==> src/rtl/clk_period_meter.sv <==
// clk_period_meter: measures the period and high time of a slow, asynchronous
// clock-like input in clk_in cycles. Reports every completed rising-to-rising
// period with a one-cycle valid pulse. Also provides a lock flag (two equal
// measurements in a row) and a timeout for an input that has stopped toggling.

module clk_period_meter #(
  parameter int CNT_W = 28
) (
  input  logic             clk_in,
  input  logic             rst,
  input  logic             sig_in,
  output logic [CNT_W-1:0] period,
  output logic [CNT_W-1:0] high_time,
  output logic             meas_valid,
  output logic             locked,
  output logic             timeout
);

  typedef enum logic [1:0] {
    IDLE    = 2'd0,
    ARM     = 2'd1,
    MEASURE = 2'd2
  } state_t;

  localparam logic [CNT_W-1:0] CNT_MAX = {CNT_W{1'b1}};
  localparam logic [CNT_W-1:0] CNT_ONE = {{(CNT_W-1){1'b0}}, 1'b1};

  logic             s1;
  logic             s2;
  logic             s2_d;
  // Marks which synchroniser stages hold real samples rather than reset values.
  logic [1:0]       sync_fill;
  logic             rise;
  state_t           state;
  logic [CNT_W-1:0] per_cnt;
  logic [CNT_W-1:0] hi_cnt;
  logic             have_prev;

  assign rise = s2 & ~s2_d;

  // Resynchronise sig_in and keep one delayed copy for edge detection.
  always_ff @(posedge clk_in or posedge rst) begin
    // NOTE: nonblocking assignments make every stage load the old value of the
    // stage before it, which is what turns these lines into a shift chain.
    if (rst) begin
      s1        <= 1'b0;
      s2        <= 1'b0;
      s2_d      <= 1'b0;
      sync_fill <= 2'b00;
    end else begin
      s1        <= sig_in;
      s2        <= s1;
      s2_d      <= s2;
      sync_fill <= {sync_fill[0], 1'b1};
    end
  end

  // Measurement state machine. All results are registered here.
  always_ff @(posedge clk_in or posedge rst) begin
    if (rst) begin
      state      <= IDLE;
      per_cnt    <= '0;
      hi_cnt     <= '0;
      period     <= '0;
      high_time  <= '0;
      meas_valid <= 1'b0;
      locked     <= 1'b0;
      timeout    <= 1'b0;
      have_prev  <= 1'b0;
    end else begin
      meas_valid <= 1'b0;
      case (state)
        // Wait for a genuine low level. The synchroniser's reset zeros do not
        // count, so an input already high at reset release is not mistaken
        // for a rising edge.
        IDLE: begin
          if (sync_fill[1] && !s2) begin
            state <= ARM;
          end
        end

        // The first rise only starts the count. There is no full period yet.
        ARM: begin
          if (rise) begin
            per_cnt <= CNT_ONE;
            hi_cnt  <= CNT_ONE;
            timeout <= 1'b0;
            state   <= MEASURE;
          end
        end

        MEASURE: begin
          if (rise) begin
            // A rise wins over saturation. A full-scale period is still reported.
            period     <= per_cnt;
            high_time  <= hi_cnt;
            meas_valid <= 1'b1;
            locked     <= have_prev & (per_cnt == period) & (hi_cnt == high_time);
            have_prev  <= 1'b1;
            per_cnt    <= CNT_ONE;
            hi_cnt     <= CNT_ONE;
          end else if (per_cnt == CNT_MAX) begin
            // The input has stalled. Keep the last results and start over.
            timeout   <= 1'b1;
            locked    <= 1'b0;
            have_prev <= 1'b0;
            state     <= IDLE;
          end else begin
            per_cnt <= per_cnt + CNT_ONE;
            if (s2 && hi_cnt != CNT_MAX) begin
              hi_cnt <= hi_cnt + CNT_ONE;
            end
          end
        end

        default: state <= IDLE;
      endcase
    end
  end

endmodule
==> config.mk <==
export PLATFORM = sky130hd
export DESIGN_NAME = clk_period_meter
export DESIGN_NICKNAME = d
export VERILOG_FILES = /design/src/rtl/clk_period_meter.sv
export SDC_FILE = /design/constraint.sdc
export NUM_CORES = 1
export LEC_CHECK = 0
export CORE_MARGIN = 2
export CORE_UTILIZATION = 35
export CTS_BUF_LIST = sky130_fd_sc_hd__clkbuf_4
export CTS_CLUSTER_SIZE = 14
export DETAILED_ROUTE_END_ITERATION = 10
export HOLD_SLACK_MARGIN = 0.08
export PLACE_DENSITY = 0.56
export SLEW_MARGIN = 20
export SYNTH_ARGS = -nofsm -noshare
export SYNTH_HDL_FRONTEND = slang
export SYNTH_SLANG_ARGS = --single-unit
==> constraint.sdc <==
create_clock -name clk_in -period 8.5 [get_ports clk_in]
set_input_delay 1.7 -clock clk_in [delete_from_list [all_inputs] [get_ports clk_in]]
set_output_delay 1.7 -clock clk_in [all_outputs]
set_load 0.01 [all_outputs]
==> implementation parameters, run 1 <==
Parameter                              Value

Routing
  Post-DRT Antenna Nets    0
  Residual DRC    0
  Sum of routed wire length over all layers    18040 µm
  Number of search-and-repair iterations in the first detailed-routing pass    5
  Average vias per placed instance    5.797
  Detailed-route wire length per cell    19.59 µm
  Total number of vias    5339
  Iteration-0 DRC count of the detailed router    493

Critical path
  Number of cells on the critical path    1
  Critical path endpoint    high_time[6]
  Worst-path maximum fanout    4
  Signal arrival time at the worst endpoint    1.60 ns
  Worst setup SP type    flip-flop
  Slowest Stage Delay on Critical Path    0.57 ns
  Crit path max-delay cell type    sky130_fd_sc_hd__clkdlybuf4s50_1
  CP bufs+invs    1
  Startpoint of the most critical setup path    high_time[6]$_DFFE_PP0P_
  Cell Chain, Critical Path    clkdlybuf4s50_1
  Start-to-end type of the worst setup path    flip-flop to output port
  R2R setup slack    5.41 ns
  Req. time, crit path    6.80 ns
  Number of cell instances on the worst register-to-register path    6
  Delay-heaviest family, CP    buffers and inverters
  R2R Path End    locked$_DFFE_PP0P_
  Reg-to-reg critical path startpoint    state[1]$_DFFE_PP0P_
  Critical path endpoint category    output port

Global route
  Maximum number of pins on one net before global-route repair    85
  Antenna violations before repair    1
  Total overflow reported by the global router    0
  Total routing resource utilization after global routing    0.1939
  Wire length of the first global-routing pass    29300 µm
  Vias in the first global route    5101

Placement
  Detailed placer's ending HPWL    12300 µm
  Cell count after placement    888
  IO Port Bufs    61
  Post-place setup slack    4.777 ns
  Gpl congestion    0.8803

Floorplan
  Starting Density    0.3561
  Number of placement rows    49
  Core outline area    0.01796 mm²
  Height of the die    139.2 µm
  Width of the die    139.2 µm
  Die area    0.01937 mm²
  Number of top-level pins    62

Clock network
  Buffer depth of the longest clock path    2
  CTS clk-pin slew, worst paths    0.12 ns
  Hold_buf cts    0
  Library cell used as clock root buffer    sky130_fd_sc_hd__clkbuf_4
  Clk Latency, worst-skew pair    0.57 ns
  Total CTS buffers    17
  H-tree levels    4
  Sink Count    123
  # resized after CTS    0
  Clock tree from TritonCTS    built
  Number of setup buffers added after CTS    0

Synth
  Number of synthesized register bits    123
  Main flop type after synthesis    sky130_fd_sc_hd__dfrtp_1
  Sequential share of the synthesized area    0.4812
  Area share of the largest cell type after synthesis    0.4812
  Average cell area after synthesis    10.04 µm²
  Post-synth EDFFs    0
  Share of synthesized registers carrying an async set or reset    1.000
  Top cells by area, synth    sky130_fd_sc_hd__dfrtp_1 48%, sky130_fd_sc_hd__mux2_2 6.5%, sky130_fd_sc_hd__xor2_1 3.7%
  Synth Cell Area    0.006396 mm²
  Total nets after synthesis    642
  Number of distinct library cells after synthesis    57
  Post-Syn Instances    637
  Count of warnings emitted by yosys    0
  Leading area contributor after synthesis    sky130_fd_sc_hd__dfrtp_1

Layout
  Share of final-layout standard cells stronger than drive strength 1    0.1216
  Most used cells in the layout excluding fill and tap cells    123 x sky130_fd_sc_hd__dfrtp_1, 61 x sky130_fd_sc_hd__clkdlybuf4s50_1, 57 x sky130_fd_sc_hd__nand2_1, 38 x sky130_fd_sc_hd__o21ai_0, 37 x sky130_fd_sc_hd__mux2_2
  Nets    683
  End-of-flow core utilization    0.4199
  Area growth from synthesis to layout    17.94%
  Final standard cell count with taps included and fillers excluded    921
  Most common cell after layout, fill and taps aside    sky130_fd_sc_hd__dfrtp_1

Power
  Power per unit of standard cell area    194.4 mW/mm²
  Leakage Power    3.160 nW
  IR drop worst, VDD    0.08851 mV

STA
  Final Skew    0.01853 ns
  Max_slew headroom    0.3034
  Endpoints failing setup    0
  Worst Tran Pin Value    1.043 ns
  Final critical-path share of the clock period    0.3878
  Sum of negative setup slack    0 ns
  Top achievable clock speed    303.4 MHz
  Final period demand of the worst path    3.296 ns
  Slack of the critical path    5.204 ns
  RSZ-0062 raised after global routing    false
  Fin. max-slew vios    0
  Final count of hold timing violations    0

Run
  Total of max-cap violations    0

Min path
  Worst hold path class    flip-flop to flip-flop

Outcome
  Outcome    finished clean
==> per-stage QoR <==
| step | power (mW) | hold slack [ns] | cell area [µm²] |
|---|---|---|---|
| 3_3_place_gp | 0.9410 | 0.3341 | 7153 |
| 6_report | 1.466 | 0.3589 | 7543 |
| 3_5_place_dp | 0.9458 | 0.3347 | 7153 |
| 2_1_floorplan | 0.8492 | 0.3312 | 6396 |
| 5_1_grt | 1.543 | 0.3852 | 7543 |
| 4_1_cts | 1.474 | 0.3618 | 7518 |
==> flip-flops by register name, summed over array words and instances (netlist names) <==
| signal | flops |
|---|---|
| hi_cnt | 28 |
| s2 | 1 |
| per_cnt | 28 |
| period | 28 |
| have_prev | 1 |
| locked | 1 |
| state | 2 |
| s2_d | 1 |
| s1 | 1 |
| high_time | 28 |
| meas_valid | 1 |
| timeout | 1 |
| sync_fill | 2 |
==> Yosys cell counts, drive strengths merged (8+ instances only) <==
cell	n
a41oi	16
dfrtp	123
nor2	19
a21oi	17
or3	10
xor2	27
and4	9
or4	12
nand2b	13
a31oi	24
mux2	37
o21ai	39
nand2	58
nand3	20
nor4	19
nand4	28
inv	25
xnor2	26
buf	8
clkbuf	36
==> worst min path at each step <==
stage                                       from                      to  slack (ns)  depth (start not counted)
after floorplan                     s1$_DFF_PP0_            s2$_DFF_PP0_        0.33                          0
after CTS                           s1$_DFF_PP0_            s2$_DFF_PP0_        0.36                          0
final                               s1$_DFF_PP0_            s2$_DFF_PP0_        0.36                          0
after global placement    sync_fill[0]$_DFF_PP0_  sync_fill[1]$_DFF_PP0_        0.33                          0
after detailed placement            s1$_DFF_PP0_            s2$_DFF_PP0_        0.33                          0
after global routing                s1$_DFF_PP0_            s2$_DFF_PP0_        0.39                          0
==> kinds of logic (layout without fill, tap and decap cells) <==
family,Yosys count,count (layout),share of synthesized area
other cells,1,2,0.0005863
buf+inv,70,124,0.04382
flops,123,123,0.4812
simple gates,208,208,0.1776
xor+xnor,53,53,0.07258
compound gates,142,142,0.1536
mux,38,38,0.06671
fa+ha+maj,2,2,0.003912
==> cell type report <==
cell class | count | area, µm²
diodes | 1 | 2.502
clock buffers | 19 | 142.6
clock inverters | 13 | 222.7
fillers | 1730 | 10420
inverters | 26 | 100.1
multi-input cells | 444 | 3059
flip-flops and latches | 123 | 3078
well taps | 229 | 286.5
repair buffers | 66 | 651.9
==> routing by layer <==
layer | track usage | routed length, µm
met1 | 0.2915 | 8604
met2 | 0.2759 | 8029
met3 | 0.03867 | 922
met4 | 0.07177 | 484
met5 | 0 | 0
==> power breakdown <==
group,internal [mW],switching [mW]
Combinational,0.106,0.159
Sequential,0.619,0.0548
Clock,0.297,0.231
(Power assumes the default switching activity.)
==> run 2: changes to the inputs <==
clock period = 3.2 ns   (was 8.5 ns; I/O delays follow)
==> run 2 against run 1 <==
  * Total power is 130% higher
  * First-iteration DRC count is 14% higher
  * Sequential power rose to 2.6 times the previous value
  * Critical endpoint is now hi_cnt[20]$_DFFE_PP0P_
  * Largest cell class unchanged
==> implementation parameters, run 2 (synthesis results as in run 1) <==
Parameter                              Value

Power
  Internal power    2.239 mW
  Power share of the clock group    0.247
  Sw Pwr    1.138 mW
  IR drop worst, VDD    0.2170 mV
  Part of the total power dissipated in sequential elements    0.525
  Power per unit of standard cell area    450.0 mW/mm²
  Switching share of power    0.3369
  Part of the power in combinational logic    0.228
  Leakage Power    3.179 nW

Critical path
  Worst setup SP type    flip-flop
  Start-to-end type of the worst setup path    flip-flop to flip-flop
  Reg-to-reg critical path startpoint    hi_cnt[0]$_DFFE_PP0P_
  Signal arrival time at the worst endpoint    3.00 ns
  R2R Path End    hi_cnt[20]$_DFFE_PP0P_
  Worst-path maximum fanout    27
  Number of cell instances on the worst register-to-register path    6
  R2R setup slack    0.60 ns
  Critical path endpoint category    flip-flop
  Req. time, crit path    3.60 ns

Routing
  Total number of vias    5385
  Detailed-route wire length per cell    19.58 µm
  Average vias per placed instance    5.753
  Post-DRT Antenna Nets    0
  Residual DRC    0
  Sum of routed wire length over all layers    18330 µm
  Number of search-and-repair iterations in the first detailed-routing pass    5
  Iteration-0 DRC count of the detailed router    562

STA
  Top achievable clock speed    384.5 MHz
  Final count of hold timing violations    0
  Fin. max-slew vios    0
  Worst Tran Pin Value    1.009 ns
  Final critical-path share of the clock period    0.8126
  Final period demand of the worst path    2.600 ns
  Max_slew headroom    0.3274
  Minimum hold slack    0.3433 ns
  Endpoints failing setup    0
  RSZ-0062 raised after global routing    false
  Final Skew    0.01412 ns
  Sum of negative setup slack    0 ns

Min path
  Number of stages on the worst hold path    0
  Worst hold path class    flip-flop to flip-flop
  Source of the worst hold timing path    sync_fill[0]$_DFF_PP0_
  Destination of the worst hold path    sync_fill[1]$_DFF_PP0_

Floorplan
  Die area    0.01937 mm²
  Number of top-level pins    62
  Width of the die    139.2 µm
  Core outline area    0.01796 mm²
  Number of placement rows    49
  Height of the die    139.2 µm
  Starting Density    0.3561

Clock network
  Clock tree from TritonCTS    built
  CTS clk-pin slew, worst paths    0.10 ns
  Library cell used as clock root buffer    sky130_fd_sc_hd__clkbuf_4
  Buffer depth of the longest clock path    2
  H-tree levels    4
  Hold_buf cts    0
  Number of setup buffers added after CTS    0
  # resized after CTS    0
  Sink Count    123
  Total CTS buffers    17
  Clk Latency, worst-skew pair    0.56 ns

Global route
  Wire length of the first global-routing pass    29850 µm
  Total overflow reported by the global router    0
  Maximum number of pins on one net before global-route repair    78
  Vias in the first global route    5272
  Total routing resource utilization after global routing    0.1971
  Antenna violations before repair    1

Layout
  Share of final-layout standard cells stronger than drive strength 1    0.1317
  Nets    703
  Most used cells in the layout excluding fill and tap cells    123 x sky130_fd_sc_hd__dfrtp_1, 61 x sky130_fd_sc_hd__clkdlybuf4s50_1, 57 x sky130_fd_sc_hd__nand2_1, 38 x sky130_fd_sc_hd__o21ai_0, 37 x sky130_fd_sc_hd__mux2_2
  Most common cell after layout, fill and taps aside    sky130_fd_sc_hd__dfrtp_1
  Area growth from synthesis to layout    17.31%

Placement
  Detailed placer's ending HPWL    12990 µm
  IO Port Bufs    61
  Gpl congestion    0.8428

Outcome
  Outcome    finished clean

Run
  Total of max-cap violations    0
[run 2: power groups by stage]
| stage | clock network [mW] | registers, mW | logic, mW |
|---|---|---|---|
| global placement | 0 | 1.80 | 0.747 |
| global route | 0.933 | 1.80 | 0.846 |
| detailed placement | 0 | 1.80 | 0.758 |
| CTS | 0.861 | 1.77 | 0.763 |
| floorplan | 0 | 1.77 | 0.481 |
| finish | 0.833 | 1.77 | 0.769 |
[run 2: how the worst max path moves through the flow]
stage	from	to	slack, ns	cells after the start
global route	hi_cnt[0]$_DFFE_PP0P_	hi_cnt[26]$_DFFE_PP0P_	0.41	6
floorplan	per_cnt[19]$_DFFE_PP0P_	per_cnt[20]$_DFFE_PP0P_	0.97	9
global placement	hi_cnt[0]$_DFFE_PP0P_	hi_cnt[23]$_DFFE_PP0P_	0.49	6
finish	hi_cnt[0]$_DFFE_PP0P_	hi_cnt[20]$_DFFE_PP0P_	0.60	6
detailed placement	hi_cnt[0]$_DFFE_PP0P_	hi_cnt[20]$_DFFE_PP0P_	0.35	6
CTS	hi_cnt[0]$_DFFE_PP0P_	hi_cnt[20]$_DFFE_PP0P_	0.33	6
[run 2: area by class of cell]
cell class                      count  area (µm²)
Antenna cell                        1       2.502
Clock buffer                       19       142.6
Clock inverter                      8       33.78
Fill cell                        1727       10460
Inverter                           26       101.3
Multi-Input combinational cell    444        3048
Sequential cell                   123        3078
Tap cell                          229       286.5
Timing Repair Buffer               86       810.8
[run 2: routing by layer]
metal	vias to the layer above	track usage	wire length, µm
met5	-	0	0
met4	0	0.06699	274
met3	21	0.03695	1133
met2	203	0.2984	8284
met1	2669	0.2846	8634
li1	2492	-	-
[run 2: worst max-delay path, cell delays in order, from the launching register on]
cell and delay (ns):
sky130_fd_sc_hd__dfrtp_1 0.47, sky130_fd_sc_hd__ha_1 0.26, sky130_fd_sc_hd__nand3_1 0.21, sky130_fd_sc_hd__nor2_1 0.16, sky130_fd_sc_hd__a41o_1 0.43, sky130_fd_sc_hd__o21ai_4 0.71, sky130_fd_sc_hd__a31oi_1 0.21
[run 2: through the flow]
stage               worst slack [ns]  area, µm²  std cells  utilization  total power [mW]
CTS                           0.3303       7493        935       0.4171             3.397
finish                        0.5996       7503        936       0.4177             3.377
global route                  0.4131       7503        936       0.4177             3.574
detailed placement            0.3521       7317        908       0.4073             2.560
global placement              0.4879       7317        908       0.4073             2.544
floorplan                     0.9684       6400        637            -             2.256
